**config.mk**
```make
export PLATFORM = sky130hd
export DESIGN_NAME = mem_channel_arbiter
export DESIGN_NICKNAME = d
export VERILOG_FILES = /design/src/rtl/mem_channel_arbiter.sv
export SDC_FILE = /design/constraint.sdc
export NUM_CORES = 1
export LEC_CHECK = 0
export CORE_UTILIZATION = 48
export DETAILED_ROUTE_END_ITERATION = 6
export GPL_TIMING_DRIVEN = 0
export PLACE_DENSITY = 0.86
export SYNTH_ARGS = -nofsm -noshare
export SYNTH_HDL_FRONTEND = slang
export SYNTH_SLANG_ARGS = --single-unit
```
**constraint.sdc**
```tcl
create_clock -name clk -period 6.29 [get_ports clk]
set_input_delay 0.629 -clock clk [delete_from_list [all_inputs] [get_ports clk]]
set_output_delay 0.629 -clock clk [all_outputs]
set_load 0.01 [all_outputs]
```
**src/rtl/mem_channel_arbiter.sv**
```systemverilog
// mem_channel_arbiter
//   Sits between the per-core caches and global memory. Each of NUM_CHANNELS
//   channels runs its own small FSM and picks one requesting consumer at a
//   time in round-robin order. It forwards that request to memory and relays
//   the result back. Both sides use a 4-phase valid/ready handshake. Memory
//   may take any number of cycles to answer.
//
// Ports
//   clk, reset                  clock (rising edge), synchronous active-high reset
//   consumer_read_valid/_address        per-consumer read requests (held until ready)
//   consumer_read_ready/_data           read completion; data is 0 while ready is 0
//   consumer_write_valid/_address/_data per-consumer write requests
//   consumer_write_ready                write completion (held until valid drops)
//   mem_read_valid/_address     per-channel memory read request
//   mem_read_ready/_data        per-channel memory read response
//   mem_write_valid/_address/_data  per-channel memory write request
//   mem_write_ready             per-channel memory write accept
module mem_channel_arbiter #(
    parameter int ADDR_BITS     = 8,
    parameter int DATA_BITS     = 8,
    parameter int NUM_CONSUMERS = 4,
    parameter int NUM_CHANNELS  = 1,
    parameter int WRITE_ENABLE  = 1
) (
    input  logic                               clk,
    input  logic                               reset,
    input  logic [NUM_CONSUMERS-1:0]           consumer_read_valid,
    input  logic [NUM_CONSUMERS*ADDR_BITS-1:0] consumer_read_address,
    output logic [NUM_CONSUMERS-1:0]           consumer_read_ready,
    output logic [NUM_CONSUMERS*DATA_BITS-1:0] consumer_read_data,
    input  logic [NUM_CONSUMERS-1:0]           consumer_write_valid,
    input  logic [NUM_CONSUMERS*ADDR_BITS-1:0] consumer_write_address,
    input  logic [NUM_CONSUMERS*DATA_BITS-1:0] consumer_write_data,
    output logic [NUM_CONSUMERS-1:0]           consumer_write_ready,
    output logic [NUM_CHANNELS-1:0]            mem_read_valid,
    output logic [NUM_CHANNELS*ADDR_BITS-1:0]  mem_read_address,
    input  logic [NUM_CHANNELS-1:0]            mem_read_ready,
    input  logic [NUM_CHANNELS*DATA_BITS-1:0]  mem_read_data,
    output logic [NUM_CHANNELS-1:0]            mem_write_valid,
    output logic [NUM_CHANNELS*ADDR_BITS-1:0]  mem_write_address,
    output logic [NUM_CHANNELS*DATA_BITS-1:0]  mem_write_data,
    input  logic [NUM_CHANNELS-1:0]            mem_write_ready
);
    localparam int CW = (NUM_CONSUMERS > 1) ? $clog2(NUM_CONSUMERS) : 1;

    typedef enum logic [2:0] {
        IDLE,
        READ_WAITING,
        WRITE_WAITING,
        READ_RELAYING,
        WRITE_RELAYING
    } chan_state_t;

    chan_state_t          state_reg   [NUM_CHANNELS];
    chan_state_t          state_next  [NUM_CHANNELS];
    logic [CW-1:0]        owner_reg   [NUM_CHANNELS];
    logic [CW-1:0]        owner_next  [NUM_CHANNELS];
    logic [ADDR_BITS-1:0] addr_reg    [NUM_CHANNELS];
    logic [ADDR_BITS-1:0] addr_next   [NUM_CHANNELS];
    logic [DATA_BITS-1:0] wdata_reg   [NUM_CHANNELS];
    logic [DATA_BITS-1:0] wdata_next  [NUM_CHANNELS];
    logic [DATA_BITS-1:0] rdata_reg   [NUM_CHANNELS];
    logic [DATA_BITS-1:0] rdata_next  [NUM_CHANNELS];
    // Set once the owning consumer withdraws its request mid-transaction;
    // the memory access still finishes but the result is thrown away.
    logic                 dropped_reg [NUM_CHANNELS];
    logic                 dropped_next[NUM_CHANNELS];

    logic [NUM_CONSUMERS-1:0] busy_reg, busy_next;
    logic [CW-1:0]            rr_ptr_reg, rr_ptr_next;

    logic [NUM_CONSUMERS-1:0] write_req;
    logic [NUM_CONSUMERS-1:0] taken;
    logic                     found;
    int                       idx;

    // A read-only instance never sees write requests, so write states are unreachable.
    assign write_req = (WRITE_ENABLE != 0) ? consumer_write_valid : '0;

    always_ff @(posedge clk) begin
        if (reset) begin
            busy_reg   <= '0;
            rr_ptr_reg <= '0;
            for (int c = 0; c < NUM_CHANNELS; c++) begin
                state_reg[c]   <= IDLE;
                owner_reg[c]   <= '0;
                addr_reg[c]    <= '0;
                wdata_reg[c]   <= '0;
                rdata_reg[c]   <= '0;
                dropped_reg[c] <= 1'b0;
            end
        end else begin
            busy_reg   <= busy_next;
            rr_ptr_reg <= rr_ptr_next;
            for (int c = 0; c < NUM_CHANNELS; c++) begin
                state_reg[c]   <= state_next[c];
                owner_reg[c]   <= owner_next[c];
                addr_reg[c]    <= addr_next[c];
                wdata_reg[c]   <= wdata_next[c];
                rdata_reg[c]   <= rdata_next[c];
                dropped_reg[c] <= dropped_next[c];
            end
        end
    end

    // Channels are evaluated in index order; 'taken' accumulates grants so a
    // consumer picked by a lower channel is invisible to higher ones. The last
    // granting channel in the loop leaves its winner+1 in rr_ptr_next.
    always_comb begin
        taken       = busy_reg;
        busy_next   = busy_reg;
        rr_ptr_next = rr_ptr_reg;
        found       = 1'b0;
        idx         = 0;
        for (int c = 0; c < NUM_CHANNELS; c++) begin
            state_next[c]   = state_reg[c];
            owner_next[c]   = owner_reg[c];
            addr_next[c]    = addr_reg[c];
            wdata_next[c]   = wdata_reg[c];
            rdata_next[c]   = rdata_reg[c];
            dropped_next[c] = dropped_reg[c];
        end
        for (int c = 0; c < NUM_CHANNELS; c++) begin
            case (state_reg[c])
                IDLE: begin
                    found = 1'b0;
                    for (int i = 0; i < NUM_CONSUMERS; i++) begin
                        idx = (int'(rr_ptr_reg) + i) % NUM_CONSUMERS;
                        if (!found && !taken[idx] &&
                            (consumer_read_valid[idx] || write_req[idx])) begin
                            found           = 1'b1;
                            taken[idx]      = 1'b1;
                            busy_next[idx]  = 1'b1;
                            owner_next[c]   = CW'(idx);
                            dropped_next[c] = 1'b0;
                            rr_ptr_next     = CW'((idx + 1) % NUM_CONSUMERS);
                            // Read wins over write for the same consumer.
                            if (consumer_read_valid[idx]) begin
                                state_next[c] = READ_WAITING;
                                addr_next[c]  = consumer_read_address[idx*ADDR_BITS +: ADDR_BITS];
                            end else begin
                                state_next[c] = WRITE_WAITING;
                                addr_next[c]  = consumer_write_address[idx*ADDR_BITS +: ADDR_BITS];
                                wdata_next[c] = consumer_write_data[idx*DATA_BITS +: DATA_BITS];
                            end
                        end
                    end
                end
                READ_WAITING: begin
                    dropped_next[c] = dropped_reg[c] | ~consumer_read_valid[owner_reg[c]];
                    if (mem_read_ready[c]) begin
                        if (dropped_reg[c] || !consumer_read_valid[owner_reg[c]]) begin
                            state_next[c]           = IDLE;
                            busy_next[owner_reg[c]] = 1'b0;
                        end else begin
                            state_next[c] = READ_RELAYING;
                            rdata_next[c] = mem_read_data[c*DATA_BITS +: DATA_BITS];
                        end
                    end
                end
                WRITE_WAITING: begin
                    dropped_next[c] = dropped_reg[c] | ~write_req[owner_reg[c]];
                    if (mem_write_ready[c]) begin
                        if (dropped_reg[c] || !write_req[owner_reg[c]]) begin
                            state_next[c]           = IDLE;
                            busy_next[owner_reg[c]] = 1'b0;
                        end else begin
                            state_next[c] = WRITE_RELAYING;
                        end
                    end
                end
                READ_RELAYING: begin
                    if (!consumer_read_valid[owner_reg[c]]) begin
                        state_next[c]           = IDLE;
                        busy_next[owner_reg[c]] = 1'b0;
                    end
                end
                WRITE_RELAYING: begin
                    if (!write_req[owner_reg[c]]) begin
                        state_next[c]           = IDLE;
                        busy_next[owner_reg[c]] = 1'b0;
                    end
                end
                default: state_next[c] = IDLE;
            endcase
        end
    end

    // Memory-side outputs come straight from channel state; address/data are
    // zeroed outside the request window so everything reads 0 after reset.
    genvar gi;
    generate
        for (gi = 0; gi < NUM_CHANNELS; gi++) begin : g_chan
            assign mem_read_valid[gi] = (state_reg[gi] == READ_WAITING);
            assign mem_read_address[gi*ADDR_BITS +: ADDR_BITS] =
                (state_reg[gi] == READ_WAITING) ? addr_reg[gi] : '0;
            assign mem_write_valid[gi] = (WRITE_ENABLE != 0) && (state_reg[gi] == WRITE_WAITING);
            assign mem_write_address[gi*ADDR_BITS +: ADDR_BITS] =
                mem_write_valid[gi] ? addr_reg[gi] : '0;
            assign mem_write_data[gi*DATA_BITS +: DATA_BITS] =
                mem_write_valid[gi] ? wdata_reg[gi] : '0;
        end

        for (gi = 0; gi < NUM_CONSUMERS; gi++) begin : g_cons
            logic                 rd_ready;
            logic                 wr_ready;
            logic [DATA_BITS-1:0] rd_data;
            always_comb begin
                rd_ready = 1'b0;
                wr_ready = 1'b0;
                rd_data  = '0;
                for (int c = 0; c < NUM_CHANNELS; c++) begin
                    if (owner_reg[c] == CW'(gi)) begin
                        if (state_reg[c] == READ_RELAYING) begin
                            rd_ready = 1'b1;
                            rd_data  = rdata_reg[c];
                        end
                        if (state_reg[c] == WRITE_RELAYING) begin
                            wr_ready = 1'b1;
                        end
                    end
                end
            end
            assign consumer_read_ready[gi]                      = rd_ready;
            assign consumer_read_data[gi*DATA_BITS +: DATA_BITS] = rd_data;
            assign consumer_write_ready[gi]                     = (WRITE_ENABLE != 0) && wr_ready;
        end
    endgenerate

endmodule

```
### Yosys cells after proc, flatten, opt, wreduce, memory -nomap -nowiden

Memories as Yosys holds them, arrays and structs flattened.
Cells that the tools add are included.

* multiplexer cells: 150
* bitwise operators: 13
* add/sub/neg operators: 6
* order comparisons: 10
* reductions and logical operators: 42
* shifts and indexed selects: 12
* equal/unequal tests: 13

Operators by type and width (number)
* 32-bit by 6-bit variable part select with 8-bit output: 12
* 8-bit two-way mux: 32
* 1-bit two-way mux: 58
* 4-bit two-way mux: 13
* 2-bit two-way mux: 15
* 3-bit two-way mux: 10
* 1-bit binary-select mux with 2-bit select: 14
* 8-bit OR reduction: 3
* 4-bit case mux with 5 select lines: 1
* 4-bit OR: 4
* 3-bit case mux with 5 select lines: 1
* 1-bit logical AND: 12
* 3-bit by 4-bit < comparator with 1-bit output (second input constant): 3
* 2-bit adder (second input constant): 5
* 1-bit demux with 2-bit select: 5
* 3-bit by 1-bit greater-or-equal comparator with 1-bit output (second input constant): 3
* 1-bit zero test: 9
* 2-bit by 1-bit != test with 1-bit output (second input constant): 4
* 2-bit OR reduction: 4
* 7-bit AND reduction: 1
* 3-bit by 2-bit == test with 1-bit output (second input constant): 2
* 1-bit logical OR: 6
* 2-bit by 3-bit < comparator with 1-bit output (second input constant): 2
* 5-bit nonzero test: 1
* 19 further kinds: 26

* memories kept: 6
* RAM bits: 30
* output and inout bits: 66
* register bits: 6
* logic and storage cells: 254

Memories
* addr_reg: depth 1, width 8, rd ports 1, clocked after memory_dff 0, write ports 1, RTL line 58 `logic [ADDR_BITS-1:0] addr_reg [NUM_CHANNELS];`
* rdata_reg: depth 1, width 8, rd ports 1, clocked after memory_dff 0, write ports 1, RTL line 62 `logic [DATA_BITS-1:0] rdata_reg [NUM_CHANNELS];`
* wdata_reg: depth 1, width 8, rd ports 1, clocked after memory_dff 0, write ports 1, RTL line 60 `logic [DATA_BITS-1:0] wdata_reg [NUM_CHANNELS];`
* state_reg: depth 1, width 3, rd ports 1, clocked after memory_dff 0, write ports 1, RTL line 54 `chan_state_t state_reg [NUM_CHANNELS];`
* owner_reg: depth 1, width 2, rd ports 1, clocked after memory_dff 0, write ports 1, RTL line 56 `logic [CW-1:0] owner_reg [NUM_CHANNELS];`
* dropped_reg: depth 1, width 1, rd ports 1, clocked after memory_dff 0, write ports 1, RTL line 66 `logic dropped_reg [NUM_CHANNELS];`

### Logic depth before layout (Yosys ltp)

Gate-level depths: netlist (run 1).

* depth after elaboration: 32
* mapped depth: 22

### Worst setup path after synthesis (run 1)

OpenSTA, ideal clock, no wires.

* kind: flip-flop to flip-flop
* from: reg rr_ptr_reg[0]
* to: reg busy_reg[1]
* setup time: 0.122 ns
* buffers on the path: 8
* arrival time: 4.872 ns
* cell stages (with the launch flop): 22
* setup slack: 1.296 ns
* cells stage by stage: dfxtp_1 > buf_6 > buf_2 > inv_1 > clkbuf_1 > clkbuf_1 > buf_1 > ha_1 > buf_2 > mux4_2 > buf_6 > nor2b_4 > o31a_1 > a31o_2 > a2bb2oi_2 > a21oi_1 > o32ai_1 > a32oi_2 > buf_6 > nor2b_2 > o311a_1 > a311o_1

* cells in the longest elaborated chain, start to end: 31
* elaborated cells between the ends (all ways): 98

Ends and longest elaborated chain
* start: declaration: RTL line 70 `logic [CW-1:0] rr_ptr_reg, rr_ptr_next;`
* start signal: assignment: RTL line 94 `rr_ptr_reg <= rr_ptr_next;`
* 2-bit by 3-bit < comparator with 1-bit output (not written as such) / 2-bit by 1-bit greater-or-equal comparator with 1-bit output (equally long branches): RTL line 132, 133
* 1-bit logical AND (not written as such): RTL line 132, 133
* 1-bit two-way mux (not written as such): RTL line 132, 133
* 1-bit demux with 2-bit select: RTL line 132, 133
* 4-bit OR (no source line)
* 4-bit two-way mux: RTL line 129 `if (!found && !taken[idx] &&`
* 4-bit two-way mux: RTL line 124 `case (state_reg[c])`
* 1-bit binary-select mux with 2-bit select: RTL line 129
* [... 13 more ...]
* 4-bit two-way mux: RTL line 129
* 4-bit two-way mux: RTL line 124
* 1-bit binary-select mux with 2-bit select: RTL line 129
* 1-bit two-way mux (not written as such) (2 in series): RTL line 129
* 1-bit zero test: RTL line 129
* 1-bit logical AND (2 in series): RTL line 129
* 4-bit two-way mux *: RTL line 129
* 4-bit case mux with 5 select lines *: RTL line 124
* end signal: assignment: RTL line 93 `busy_reg <= busy_next;`
* end: declaration: RTL line 69 `logic [NUM_CONSUMERS-1:0] busy_reg, busy_next;`

Mark *: on every way between the ends. The rest lies on a longest branch, timed or not. The select of a mux whose other input is x is not followed.
A chain may end at the register's enable or synchronous reset.

### Worst setup path in the final report (run 1)

* from: reg rr_ptr_reg[0]
* to: mem addr_reg[0][6]

* cells in the longest elaborated chain, start to end: 32
* elaborated cells between the ends (all ways): 108

Ends and longest elaborated chain
* 2-bit by 3-bit < comparator with 1-bit output (not written as such) / 2-bit by 1-bit greater-or-equal comparator with 1-bit output (equally long branches): RTL line 132 `taken[idx] = 1'b1;`
* 1-bit logical AND (not written as such): RTL line 132
* 1-bit two-way mux (not written as such): RTL line 132
* 1-bit demux with 2-bit select: RTL line 132
* 4-bit OR (no source line)
* 4-bit two-way mux: RTL line 129
* 4-bit two-way mux: RTL line 124
* 1-bit binary-select mux with 2-bit select: RTL line 129
* [... 14 more ...]
* 4-bit two-way mux: RTL line 124
* 1-bit binary-select mux with 2-bit select: RTL line 129
* 1-bit two-way mux (not written as such) (2 in series): RTL line 129
* 1-bit zero test: RTL line 129
* 1-bit logical AND (2 in series): RTL line 129
* 8-bit two-way mux *: RTL line 129
* 8-bit two-way mux *: RTL line 124
* 8-bit two-way mux (no source line) *
* end: declaration: RTL line 58

Marked as above.

==> impl_metrics.toml, run 1 <==
[sta]
final_min_period_over_clock_period_pct = 94.4
max_slew_margin_pct = 29.2
worst_slew_pin_tran_ns = 1.06
fin_hold_ws_ns = 0.488
finalSetupViolations = 0
clock.fmax_mhz = 168
slew_viol_final = 0
clock_skew_ns = 0.00774
period_needed_ns = 5.94
setup_repair_after_global_routing_missed_its_margin = "no"
hold_viol_final = 0
finalSetupTns_ns = 0

[clock_network]
clockBufferDepth = 2
worstSkewPairLatency_ns = 0.28
clock_tree_from_tritoncts = "done"
cts_max_level = 2
cts_inserted_buffers = 5
post_cts.repair.setup_buffers = 0
tritoncts_num_sinks = 36
clk_pin_slew_ns = 0.06
hold_buffers = 0
cts_root_buf = "clkbuf_16"

[yosys]
synth_top_flop_cell = "dfxtp_1"
yosysTopAreaCellShare_pct = 39.3
post-synth-top-area-cell = "mux4_2"
yosysSeqAreaShare_pct = 11.9
synth-adder-area-share_pct = 1.03
synth-edff-count = 0
synth_seq_cells = 36
syn-instance-count = 629
synth_top_cells_by_area = "mux4_2 (39%), dfxtp_1 (12%), mux2i_1 (8.4%), and2_1 (6.0%), nand2_1 (4.4%)"
ys_top_cells_by_count = "mux4_2 (106), nand2_1 (71), and2_1 (58)"
post_synth_mux_area_share_pct = 48.8
synth_xor_xnor_area_share_pct = 0
synth.cell_area_sq_um = 6080
synth-simple-area-share_pct = 18.4
synthArstFlopShare_pct = 0
post_synth_cell_types = 60
combinational_family_with_the_most_area_after_synthesis = "multiplexers"
average_cell_area_after_synthesis_sq_um = 9.67
synth.most_common_cell = "mux4_2"
yosysWarningCount = 0
synth-compound-area-share_pct = 13.8
synth_nets = 750

[finish]
final_nets = 936
flow.area_growth_from_synthesis_pct = 35.5
drive_gt1_share_pct = 19.6
antenna_cells = 0

[global_routing]
globalRoute.totalOverflow = 0
vias_in_the_first_global_route = 6288
grt.total_usage_pct = 30.9
grt_first_pass_wirelength_mm = 31.8
grt_max_degree = 13
number_of_antenna_violations_at_the_first_check_in_global_routing = 0

[floorplanning]
top_level_ports = 182
core_region_area_sq_um = 12200
floorplan.die_area_sq_um = 13100
die_height_microns = 115
die_w_microns = 115
fp_rows = 40
starting_density_of_the_core_pct = 50.0

[pwr]
combPwrFrac_pct = 81.5
power.clock.fraction_pct = 7.7
vdd.ir_drop.worst_v = 0.000182
power.internal_mw = 1.69
pwrdens_nw_per_um2 = 397
power_switching_mw = 1.58
standby_leakage_power_nw = 3.02
power.sequential.fraction_pct = 10.8
power.switching_fraction_pct = 48.4

[worst_setup_path]
crit_path_top_delay_cell = "clkbuf_1"
rr_worst_depth = 21
critical_path_required_ns = 6.50
path_cells = "buf_6, buf_2, inv_1, clkbuf_1, clkbuf_2, ha_1, buf_2, mux4_2, buf_6, nor2b_4, o31a_1, and2_1, buf_2, a221o_1, o32ai_1, a32oi_2, buf_6, buf_2, o22ai_1, nand2_1, a21oi_1"
path_delay_family = "buffers and inverters"
critical_path_peak_fanout = 12
critPathBufInv = 10
criticalPathCategory = "flip-flop to flip-flop"
worst-endpoint-arrival_ns = 6.15
cp.depth = 21
setup.worst_path.start_class = "flip-flop"
critical_path.max_stage_delay_ns = 0.51
cp_common_cell = "buf_2"
worstSetupEndpointType = "flip-flop"

[detailed_routing]
routed-via-count = 6408
met2WireLength_mm = 10.1
drt-wirelength-per-cell_microns = 20.5
wl_mm = 20.2
m1WireLength_mm = 7.43
met3RoutedLength_mm = 2.03
drtAntennaViolNets = 0
drt-initial-drc-count = 509
drt_pass1_iterations = 5
drc = 0
highest_layer = "met4"
post_drt_via_cell_ratio = 6.51

[flow_run]
maxCapViolations = 0

[placed_design]
buffer_ports.inserted = 180
routabilityCongestion = 0.892
dp.final_hpwl_mm = 16.0

[run_status]
outcome = "finished, final reports clean"

[min_path]
min_delay_path_depth = 2
holdCritPathClass = "flip-flop to flip-flop"
## layout by cell type (no fill, tap or decap), types with 6 or more instances in the layout
cell / Yosys / layout
dfxtp_1: 36 / 36
clkdlybuf4s50_1: 0 / 180
buf_2: 10 / 10
and2_1: 58 / 58
nand2b_1: 14 / 14
mux4_2: 106 / 106
nand2_1: 71 / 71
nor2_1: 47 / 47
a31oi_1: 10 / 10
a211oi_1: 13 / 13
buf_1: 8 / 7
nand3_1: 8 / 8
o22ai_1: 9 / 9
buf_4: 10 / 10
o21ai_0: 15 / 15
mux2i_1: 51 / 51
nor3_1: 7 / 7
clkbuf_1: 36 / 35
a21oi_1: 39 / 39
mux2_2: 6 / 6
## path summary, 6_finish.rpt
path,startpoint,to,slack (ns)
worst max-delay path,rr_ptr_reg[0],addr_reg[0][6],0.35
worst min-delay path,addr_reg[0][5],addr_reg[0][5],0.49
worst max register to register,rr_ptr_reg[0],addr_reg[0][6],0.35
worst min register to register,addr_reg[0][5],addr_reg[0][5],0.49
## logic make-up after synthesis
logic type      Yosys count
compound gates          122
fa+ha+maj                 5
buf+inv                  77
flops                    36
mux                     163
simple gates            226
## power by group through the flow
stage	Clock [mW]	Combinational (mW)	Sequential [mW]
after floorplan	0	1.97	0.331
after global placement	0	2.55	0.352
after detailed placement	0	2.61	0.356
after CTS	0.252	2.62	0.352
after global routing	0.263	2.85	0.361
final	0.251	2.66	0.355
## layout make-up
class | instances | area, sq um
Tap cell | 168 | 210
Sequential cell | 36 | 721
Timing Repair Buffer | 180 | 1800
Clock inverter | 2 | 10.0
Fill cell | 935 | 3920
Inverter | 8 | 30.0
Buffer | 68 | 344
Clock buffer | 6 | 139
Multi-Input combinational cell | 516 | 4980
## tightest hold or removal path, delay by kind of cell, from the launching register on
| family | cells | cell delay (ns) |
|---|---|---|
| AND/OR/NAND/NOR | 1 | 0.07 |
| AO/OA/AOI/OAI | 1 | 0.06 |
| flip-flops | 1 | 0.32 |
## what timing repair did
action | in CTS | in global routing
hold endpoints to repair | 0 | 0
setup endpoints to repair | 0 | 27
gates resized for setup | 0 | 2
## stage by stage
step           instances  power, mW  worst slack (ns)  utilization (%)  instance area (sq um)
2_1_floorplan        629       2.30              1.30                -                   6080
3_3_place_gp         977       2.90             0.186             66.5                   8090
3_5_place_dp         977       2.97            0.0376             66.5                   8090
4_1_cts              985       3.22            0.0183             67.8                   8240
5_1_grt              984       3.47             0.159             67.7                   8240
6_report             984       3.27             0.355             67.7                   8240
## routing by layer
metal  vias to the layer above  track usage, %
li1                       2824               -
met3                        59            4.39
met5                         -               0
met2                       439            55.3
met4                         0            12.7
met1                      3086            37.4
Power figures use the tool's default switching activity.
==> inputs of run 2 (changes only) <==
--- a/config.mk
+++ b/config.mk
@@ -5,10 +5,12 @@
 export SDC_FILE = /design/constraint.sdc
 export NUM_CORES = 1
 export LEC_CHECK = 0
+export ABC_CLOCK_PERIOD_IN_PS = 6290
 export CORE_UTILIZATION = 48
 export DETAILED_ROUTE_END_ITERATION = 6
 export GPL_TIMING_DRIVEN = 0
 export PLACE_DENSITY = 0.86
+export SLEW_MARGIN = 15
 export SYNTH_ARGS = -nofsm -noshare
 export SYNTH_HDL_FRONTEND = slang
 export SYNTH_SLANG_ARGS = --single-unit
==> results of run 2 <==
Same layout as run 1: the final DEF is identical, and so are final timing and power.
